<file path="src/rtl/turing_pkg.sv">
// Shared constants for the tape-engine job scheduler: FSM encoding, default
// sizes and the width helper used for id and counter widths.
package turing_pkg;

   localparam logic [1:0] S_IDLE = 2'b00;
   localparam logic [1:0] S_LOAD = 2'b01;
   localparam logic [1:0] S_RUN  = 2'b10;
   localparam logic [1:0] S_RESP = 2'b11;

   localparam int TAPE_W_DEF  = 10;
   localparam int TIMEOUT_DEF = 64;

   function automatic int clog2(input int v);
      int r;
      r = 0;
      while ((1 << r) < v) r++;
      return r;
   endfunction

endpackage

</file>
<file path="src/rtl/turing_job_sched_rr_arbiter.sv">
// Combinational round-robin arbiter: the first set request at or above ptr,
// wrapping, wins.
module rr_arbiter import turing_pkg::*; #(
   parameter int NREQ = 4,
   parameter int IDW  = clog2(NREQ)
) (
   input  logic [NREQ-1:0] req,
   input  logic [IDW-1:0]  ptr,
   output logic [NREQ-1:0] gnt,
   output logic [IDW-1:0]  gnt_id
);

   logic [IDW-1:0] idx;

   // Walk from lowest to highest priority so the last hit is the winner.
   always_comb begin
      gnt    = '0;
      gnt_id = '0;
      idx    = '0;
      for (int i = NREQ - 1; i >= 0; i--) begin
         idx = IDW'((int'(ptr) + i) % NREQ);
         if (req[idx]) begin
            gnt      = '0;
            gnt[idx] = 1'b1;
            gnt_id   = idx;
         end
      end
   end

endmodule

</file>
<file path="src/rtl/turing_job_sched.sv">
// Round-robin front end that time-shares one tape engine among NREQ
// requesters, supervises each run with a timeout and returns tagged results.
module turing_job_sched import turing_pkg::*; #(
   parameter int NREQ    = 4,
   parameter int TAPE_W  = TAPE_W_DEF,
   parameter int TIMEOUT = TIMEOUT_DEF
) (
   input  logic                     clk,
   input  logic                     rst,
   input  logic [NREQ-1:0]          req_valid,
   input  logic [NREQ*TAPE_W-1:0]   req_tape,
   output logic [NREQ-1:0]          req_ready,
   output logic                     eng_load,
   output logic [TAPE_W-1:0]        eng_tape,
   output logic                     eng_abort,
   input  logic                     eng_halt,
   input  logic [TAPE_W-1:0]        eng_result,
   output logic                     rsp_valid,
   input  logic                     rsp_ready,
   output logic [clog2(NREQ)-1:0]   rsp_id,
   output logic [TAPE_W-1:0]        rsp_tape,
   output logic                     rsp_timeout,
   output logic [15:0]              jobs_done,
   output logic [15:0]              jobs_aborted
);

   localparam int IDW = clog2(NREQ);
   localparam int CW  = clog2(TIMEOUT);
   localparam logic [CW-1:0] CNT_LAST = CW'(TIMEOUT - 1);

   logic [1:0]        state;
   logic [IDW-1:0]    rr_ptr;
   logic [IDW-1:0]    cap_id;
   logic [IDW-1:0]    gnt_id;
   logic [TAPE_W-1:0] cap_tape;
   logic [TAPE_W-1:0] sel_tape;
   logic [CW-1:0]     cnt;
   logic [NREQ-1:0]   gnt;
   logic              hs;

   rr_arbiter #(.NREQ(NREQ), .IDW(IDW)) u_arb (
      .req    (req_valid),
      .ptr    (rr_ptr),
      .gnt    (gnt),
      .gnt_id (gnt_id)
   );

   assign req_ready = (state == S_IDLE) ? gnt : '0;
   assign hs        = |(req_valid & req_ready);
   // Gated by eng_halt in the same cycle so a halt on the last RUN cycle wins.
   assign eng_abort = (state == S_RUN) && (cnt == CNT_LAST) && !eng_halt;

   always_comb begin
      sel_tape = '0;
      for (int i = 0; i < NREQ; i++)
         if (gnt[i]) sel_tape = req_tape[i*TAPE_W +: TAPE_W];
   end

   always_ff @(posedge clk or posedge rst) begin
      if (rst) begin
         state        <= S_IDLE;
         rr_ptr       <= '0;
         cap_id       <= '0;
         cap_tape     <= '0;
         cnt          <= '0;
         eng_load     <= 1'b0;
         eng_tape     <= '0;
         rsp_valid    <= 1'b0;
         rsp_id       <= '0;
         rsp_tape     <= '0;
         rsp_timeout  <= 1'b0;
         jobs_done    <= '0;
         jobs_aborted <= '0;
      end else begin
         eng_load <= 1'b0;
         eng_tape <= '0;
         case (state)
            S_IDLE: begin
               if (hs) begin
                  cap_tape <= sel_tape;
                  cap_id   <= gnt_id;
                  eng_load <= 1'b1;
                  eng_tape <= sel_tape;
                  state    <= S_LOAD;
               end
            end
            S_LOAD: begin
               cnt   <= '0;
               state <= S_RUN;
            end
            S_RUN: begin
               cnt <= cnt + CW'(1);
               if (eng_halt) begin
                  rsp_tape    <= eng_result;
                  rsp_timeout <= 1'b0;
                  rsp_id      <= cap_id;
                  rsp_valid   <= 1'b1;
                  state       <= S_RESP;
               end else if (cnt == CNT_LAST) begin
                  rsp_tape    <= cap_tape;
                  rsp_timeout <= 1'b1;
                  rsp_id      <= cap_id;
                  rsp_valid   <= 1'b1;
                  state       <= S_RESP;
               end
            end
            default: begin
               if (rsp_ready) begin
                  rsp_valid <= 1'b0;
                  jobs_done <= jobs_done + 16'd1;
                  if (rsp_timeout) jobs_aborted <= jobs_aborted + 16'd1;
                  rr_ptr <= (cap_id == IDW'(NREQ - 1)) ? '0 : cap_id + IDW'(1);
                  state  <= S_IDLE;
               end
            end
         endcase
      end
   end

endmodule

</file>
<file path="config.mk">
export PLATFORM = sky130hd
export DESIGN_NAME = turing_job_sched
export DESIGN_NICKNAME = d
export VERILOG_FILES = /design/src/rtl/turing_pkg.sv /design/src/rtl/turing_job_sched_rr_arbiter.sv /design/src/rtl/turing_job_sched.sv
export SDC_FILE = /design/constraint.sdc
export NUM_CORES = 1
export LEC_CHECK = 0
export ABC_AREA = 1
export CORE_AREA = 2 2 135 137
export DETAILED_ROUTE_END_ITERATION = 10
export DIE_AREA = 0 0 137 139
export SLEW_MARGIN = 15
export SYNTH_ARGS = -nofsm -noshare
export SYNTH_HDL_FRONTEND = slang
export SYNTH_SLANG_ARGS = --single-unit
</file>
<file path="constraint.sdc">
create_clock -name clk -period 5.9 [get_ports clk]
set_clock_uncertainty 0.05 [all_clocks]
set_input_delay 0.59 -clock clk [delete_from_list [all_inputs] [get_ports clk]]
set_output_delay 0.59 -clock clk [all_outputs]
set_load 0.005 [all_outputs]
</file>
# == Word level (Yosys, flattened, before mapping) ==
# Cells that the tools add are included.
# classes
add_sub_neg,7
magnitude_cmp,8
n_eq_ne,6
n_mux,49
bitwise,3
reduce_logical,21
# ops
cell,n
10-bit 2-to-1 mux,8
"16-bit by 1-bit adder with 16-bit output, second input constant",2
2-bit 2-to-1 mux,11
4-bit 2-to-1 mux,5
1-bit 2-to-1 mux,14
"2-bit by 3-bit less-than comparator with 1-bit output, second input constant",4
6-bit case mux with 2 select lines,1
3-bit AND reduction,3
1-bit binary-select mux with 2-bit select,4
1-bit demux with 2-bit select,4
"2-bit by 1-bit greater-or-equal comparator with 1-bit output, second input constant",4
"6-bit by 1-bit adder with 6-bit output, second input constant",1
"6-bit equality test, second input constant",1
1-bit logical AND,6
2-bit case mux with 3 select lines,1
2-bit AND reduction,3
2-bit nonzero test,3
"2-bit by 1-bit adder with 2-bit output, second input constant",2
"2-bit adder, second input constant",2
4-bit bitwise AND,1
"2-bit equality test, second input constant",2
4-bit nonzero test,1
4-bit OR reduction,1
"3-bit by 2-bit inequality test with 1-bit output, second input constant",1
other kinds (8),9
# totals
reg_bits,79
input_bits,58
out_inout_bits,62
wordCells,107

# == Longest topological paths before layout ==
# logic_depth
depth_word,15
mapped_depth,16
depth_no_buf,16

# == Hierarchy ==
# From an unflattened synthesis, not the netlist that was laid out.
# unflattened
cells_unflattened,571
area_unflattened_um2,4546.9
# by_module_without_submodules
module,n_inst,cells_per_inst,area_each_um2,seq_area_each_um2
turing_job_sched,1,488,4063.9,1976.9
rr_arbiter,1,83,483.0,0.0

# == Worst setup path after synthesis ==
# OpenSTA, ideal clock, no wires.
# synth_timing
path_kind,register to output
startpoint,register rr_ptr[0]
endpoint,output req_ready[2]
arrival_ns,1.763
slack_ns,3.497
path_stages_with_launch,13
path_cell_list,dfrtp_1 inv_2 ha_1 inv_1 nand3_1 nand2_2 nand3_1 nand2_1 nand2_1 nand2_1 inv_1 buf_2 nor2_1
# synth_via
elab_chain_cells,10
word_cells_on_any_way,36
cone_classes,3 x add/sub; 8 x order compare; 21 x mux; 4 x reduce/logical
# synth_rtl
item,line,source
start: declaration,turing_job_sched.sv:32,logic [IDW-1:0] rr_ptr;
start signal: assignment,turing_job_sched.sv:112,rr_ptr <= (cap_id == IDW'(NREQ - 1)) ? '0 : cap_id + IDW'(1);
2-bit adder,turing_job_sched_rr_arbiter.sv:21,idx = IDW'((int'(ptr) + i) % NREQ);
2-bit by 3-bit less-than comparator with 1-bit output (implied by the code) / 2-bit by 1-bit greater-or-equal comparator with 1-bit output (equally long branches),turing_job_sched_rr_arbiter.sv:24,gnt[idx] = 1'b1;
1-bit logical AND (implied by the code),turing_job_sched_rr_arbiter.sv:24,
1-bit 2-to-1 mux (implied by the code),turing_job_sched_rr_arbiter.sv:24,
1-bit demux with 2-bit select,--,
4-bit 2-to-1 mux (3 in series),turing_job_sched_rr_arbiter.sv:22,if (req[idx]) begin
4-bit 2-to-1 mux *,turing_job_sched_rr_arbiter.sv:22,
4-bit 2-to-1 mux *,turing_job_sched.sv:48,assign req_ready = (state == S_IDLE) ? gnt : '0;
end: declaration,turing_job_sched.sv:12,"output logic [NREQ-1:0] req_ready,"
# Mark *: on every way between the ends. The rest lies on a longest branch, timed or not. The select of a mux whose other input is x is not followed.

# == Worst setup path after layout ==
# Same ends and word-level chain as after synthesis.

==> impl_metrics.tcl <==
set metrics [dict create \
    max_stage_delay_ns 0.52 \
    finalHoldViolations 0 \
    cts.path.max_buffers 2 \
    rsz0062_at_grt "no" \
    clk_latency_ns 0.33 \
    clk_pin_slew_ns 0.06 \
    setup_viol 0 \
    die-area_mm2 0.0190 \
    grt_antenna_before_repair 0 \
    cp_top_family "buffers and inverters" \
    finalMaxSlewViolations 0 \
    peakVddDrop_v 0.000333 \
    fin_crit_ns 3.85 \
    setup-tns-final_ns 0 \
    worstReg2RegEnd "cap_tape[9]$_DFFE_PP0P_" \
    cts_tree "built" \
    track_usage_pct 12.6 \
    hp-start "jobs_done[15]$_DFFE_PP0P_" \
    numCtsBuffers 9 \
    max_freq_ghz 0.260 \
    antenna_cells_inserted 0 \
    num-nets-final 711 \
    worst-r2r-cell-count 15 \
    finalWirelength_mm 11.6 \
    multi_input_area_mm2 0.00198 \
    seqCellArea_mm2 0.00198 \
    hold_end "jobs_done[15]$_DFFE_PP0P_" \
    area_growth_pct 39.8 \
    antenna_left 0 \
    worst_pin_slew_ns 1.01 \
    design_area_mm2 0.00604 \
    drive_gt1_share_pct 9.33 \
    drt_iter0_drc 201 \
    fillCellCount 1878 \
    cts_max_level 3 \
    grt_pass1_vias 3585 \
    required_ns 5.26 \
    clock_sinks 79 \
    arrival_ns 3.21 \
    drc 0 \
    drt-vias-per-instance 4.23 \
    status "completed" \
    criticalPathCategory "flip-flop to output pin" \
    r2r-start "rr_ptr[0]$_DFFE_PP0P_" \
    r2r_slack_ns 2.82 \
    ys_ff_latch 79 \
    synth_area_per_cell_um2 8.28 \
    synth_edf_count 0 \
    syn_area_mm2 0.00432 \
    synth_top_flop_cell "dfrtp_1" \
    crit_fanout 12 \
    endpoint_kind "output pin" \
    synthDistinctLibCells 40 \
    die_x_um 137 \
    cp-start-kind "flip-flop" \
    drv_cap 0 \
    p_leak_uw 0.00292 \
    routedWlPerCell_um 13.3 \
    coreArea_mm2 0.0177 \
    cts_root_buf "clkbuf_16" \
    firstDrtPassIters 4 \
    row_count 49 \
    port_buffers 119 \
    synth_fp_nets 595 \
    placed_area_mm2 0.00571 \
    yosysWarnings 0 \
    gp_congestion 0.864 \
    max_slew_margin_pct 32.5 \
    die_h_um 139 \
    pin_count 120 \
    final.period_utilization_pct 65.2 \
    hold_depth 1 \
    cp_common_cell "nand2_1" \
    async_flop_share_pct 100 \
    critical_path_buf_inv_count 4 \
    via_count 3691 \
    hold_path_class "flip-flop to flip-flop" \
    initial_core_util_pct 24.5 \
    hpwl_mm 8.88 \
    yosysSeqAreaShare_pct 45.8 \
    cts_resized 0 \
    grt.overflow.total 0 \
    syn_inst 522 \
    holdBufCountCts 0 \
    layout_commonest_cell "nand2_1" \
    post_cts_buffers 0 \
    power.density_mw_per_mm2 502 \
    final_cell_mix "136 x nand2_1, 119 x clkdlybuf4s50_1, 79 x dfrtp_1, 62 x inv_1, 51 x nand3_1" \
    crit_chain "inv_2, ha_1, inv_1, nand3_2, nand2_2, a21oi_1, nand2_1, nand2_1, nand2_1, inv_1, nor2_1, clkdlybuf4s50_1" \
    crit_path_top_delay_cell "dfrtp_1" \
    grt_pass1_wl_mm 18.7 \
    grt_max_degree 80 \
]
[flip-flops by register name, indices dropped and copies added, names as in the netlist]
| name | cells |
|---|---|
| eng_load | 1 |
| rr_ptr | 2 |
| rsp_tape | 10 |
| rsp_valid | 1 |
| cap_id | 2 |
| eng_tape | 10 |
| rsp_id | 2 |
| cnt | 6 |
| cap_tape | 10 |
| rsp_timeout | 1 |
| state | 2 |
| jobs_done | 16 |
| jobs_aborted | 16 |
[kinds of logic (layout without fill, tap and decap cells)]
logic type / count (synthesis) / after routing / share of synthesized area [%]
buffers and inverters: 85 / 206 / 8.31
muxes: 1 / 1 / 0.261
DFF: 79 / 79 / 45.8
xor gates and xnor gates: 27 / 27 / 5.47
AOI/OAI and AO/OA: 45 / 45 / 6.11
adders and majority gates: 15 / 15 / 4.34
and+or+nand+nor: 270 / 270 / 29.7
[stage by stage]
| step | hold WS (ns) | instances | setup slack [ns] | total power, uW | util [%] |
|---|---|---|---|---|---|
| 2_1_floorplan | 0.399 | 522 | 3.24 | 1970 | - |
| 3_3_place_gp | 0.410 | 856 | 2.23 | 2450 | 32.4 |
| 3_5_place_dp | 0.413 | 856 | 2.19 | 2450 | 32.4 |
| 4_1_cts | 0.424 | 872 | 2.04 | 3080 | 34.2 |
| 5_1_grt | 0.433 | 872 | 1.76 | 3330 | 34.2 |
| 6_report | 0.424 | 872 | 2.05 | 3030 | 34.2 |
[routing by layer]
layer	vias up	part of all wire (%)	global-route usage, %
met4	0	1.4	3.36
li1	1891	-	-
met2	113	43	19.2
met1	1672	48	17.6
met5	-	0	0
met3	15	7.1	3.40
[where the power goes]
group / switching [uW] / internal (uW) / total [uW]
sequential: 107 / 695 / 802
combinational: 1000 / 621 / 1620
clock: 234 / 375 / 609
[how the worst max path moves through the flow]
stage / start / endpoint / slack (ns) / depth (start not counted)
after floorplan: rst / cap_id[0]$_DFFE_PP0P_ / 3.24 / 1
final: rr_ptr[0]$_DFFE_PP0P_ / req_ready[2] / 2.05 / 12
after global placement: req_valid[1] / req_ready[2] / 2.23 / 11
after detailed placement: req_valid[1] / req_ready[2] / 2.19 / 11
after global routing: rr_ptr[0]$_DFFE_PP0P_ / req_ready[2] / 1.76 / 12
after CTS: rr_ptr[0]$_DFFE_PP0P_ / req_ready[2] / 2.04 / 12
[Yosys cell counts, types with 10 or more instances]
master | n | area, um2
nand2_1 | 136 | 510
dfrtp_1 | 79 | 1980
inv_1 | 63 | 236
nand3_1 | 51 | 255
nor2_1 | 32 | 120
xor2_1 | 17 | 149
ha_1 | 15 | 188
a21oi_1 | 14 | 70.1
o21ai_0 | 13 | 65.1
nand2_2 | 11 | 68.8
a31oi_1 | 10 | 62.6
xnor2_1 | 10 | 87.6
[area by class of cell]
cell class / count / share of cell area (%)
clock inverters: 7 / 1.68
inverters: 70 / 4.41
well taps: 229 / 4.74
repair buffers: 120 / 19.8
clock buffers: 9 / 3.73
flip-flops and latches: 79 / 32.7
multi-input cells: 358 / 32.9
(Power assumes the default switching activity.)
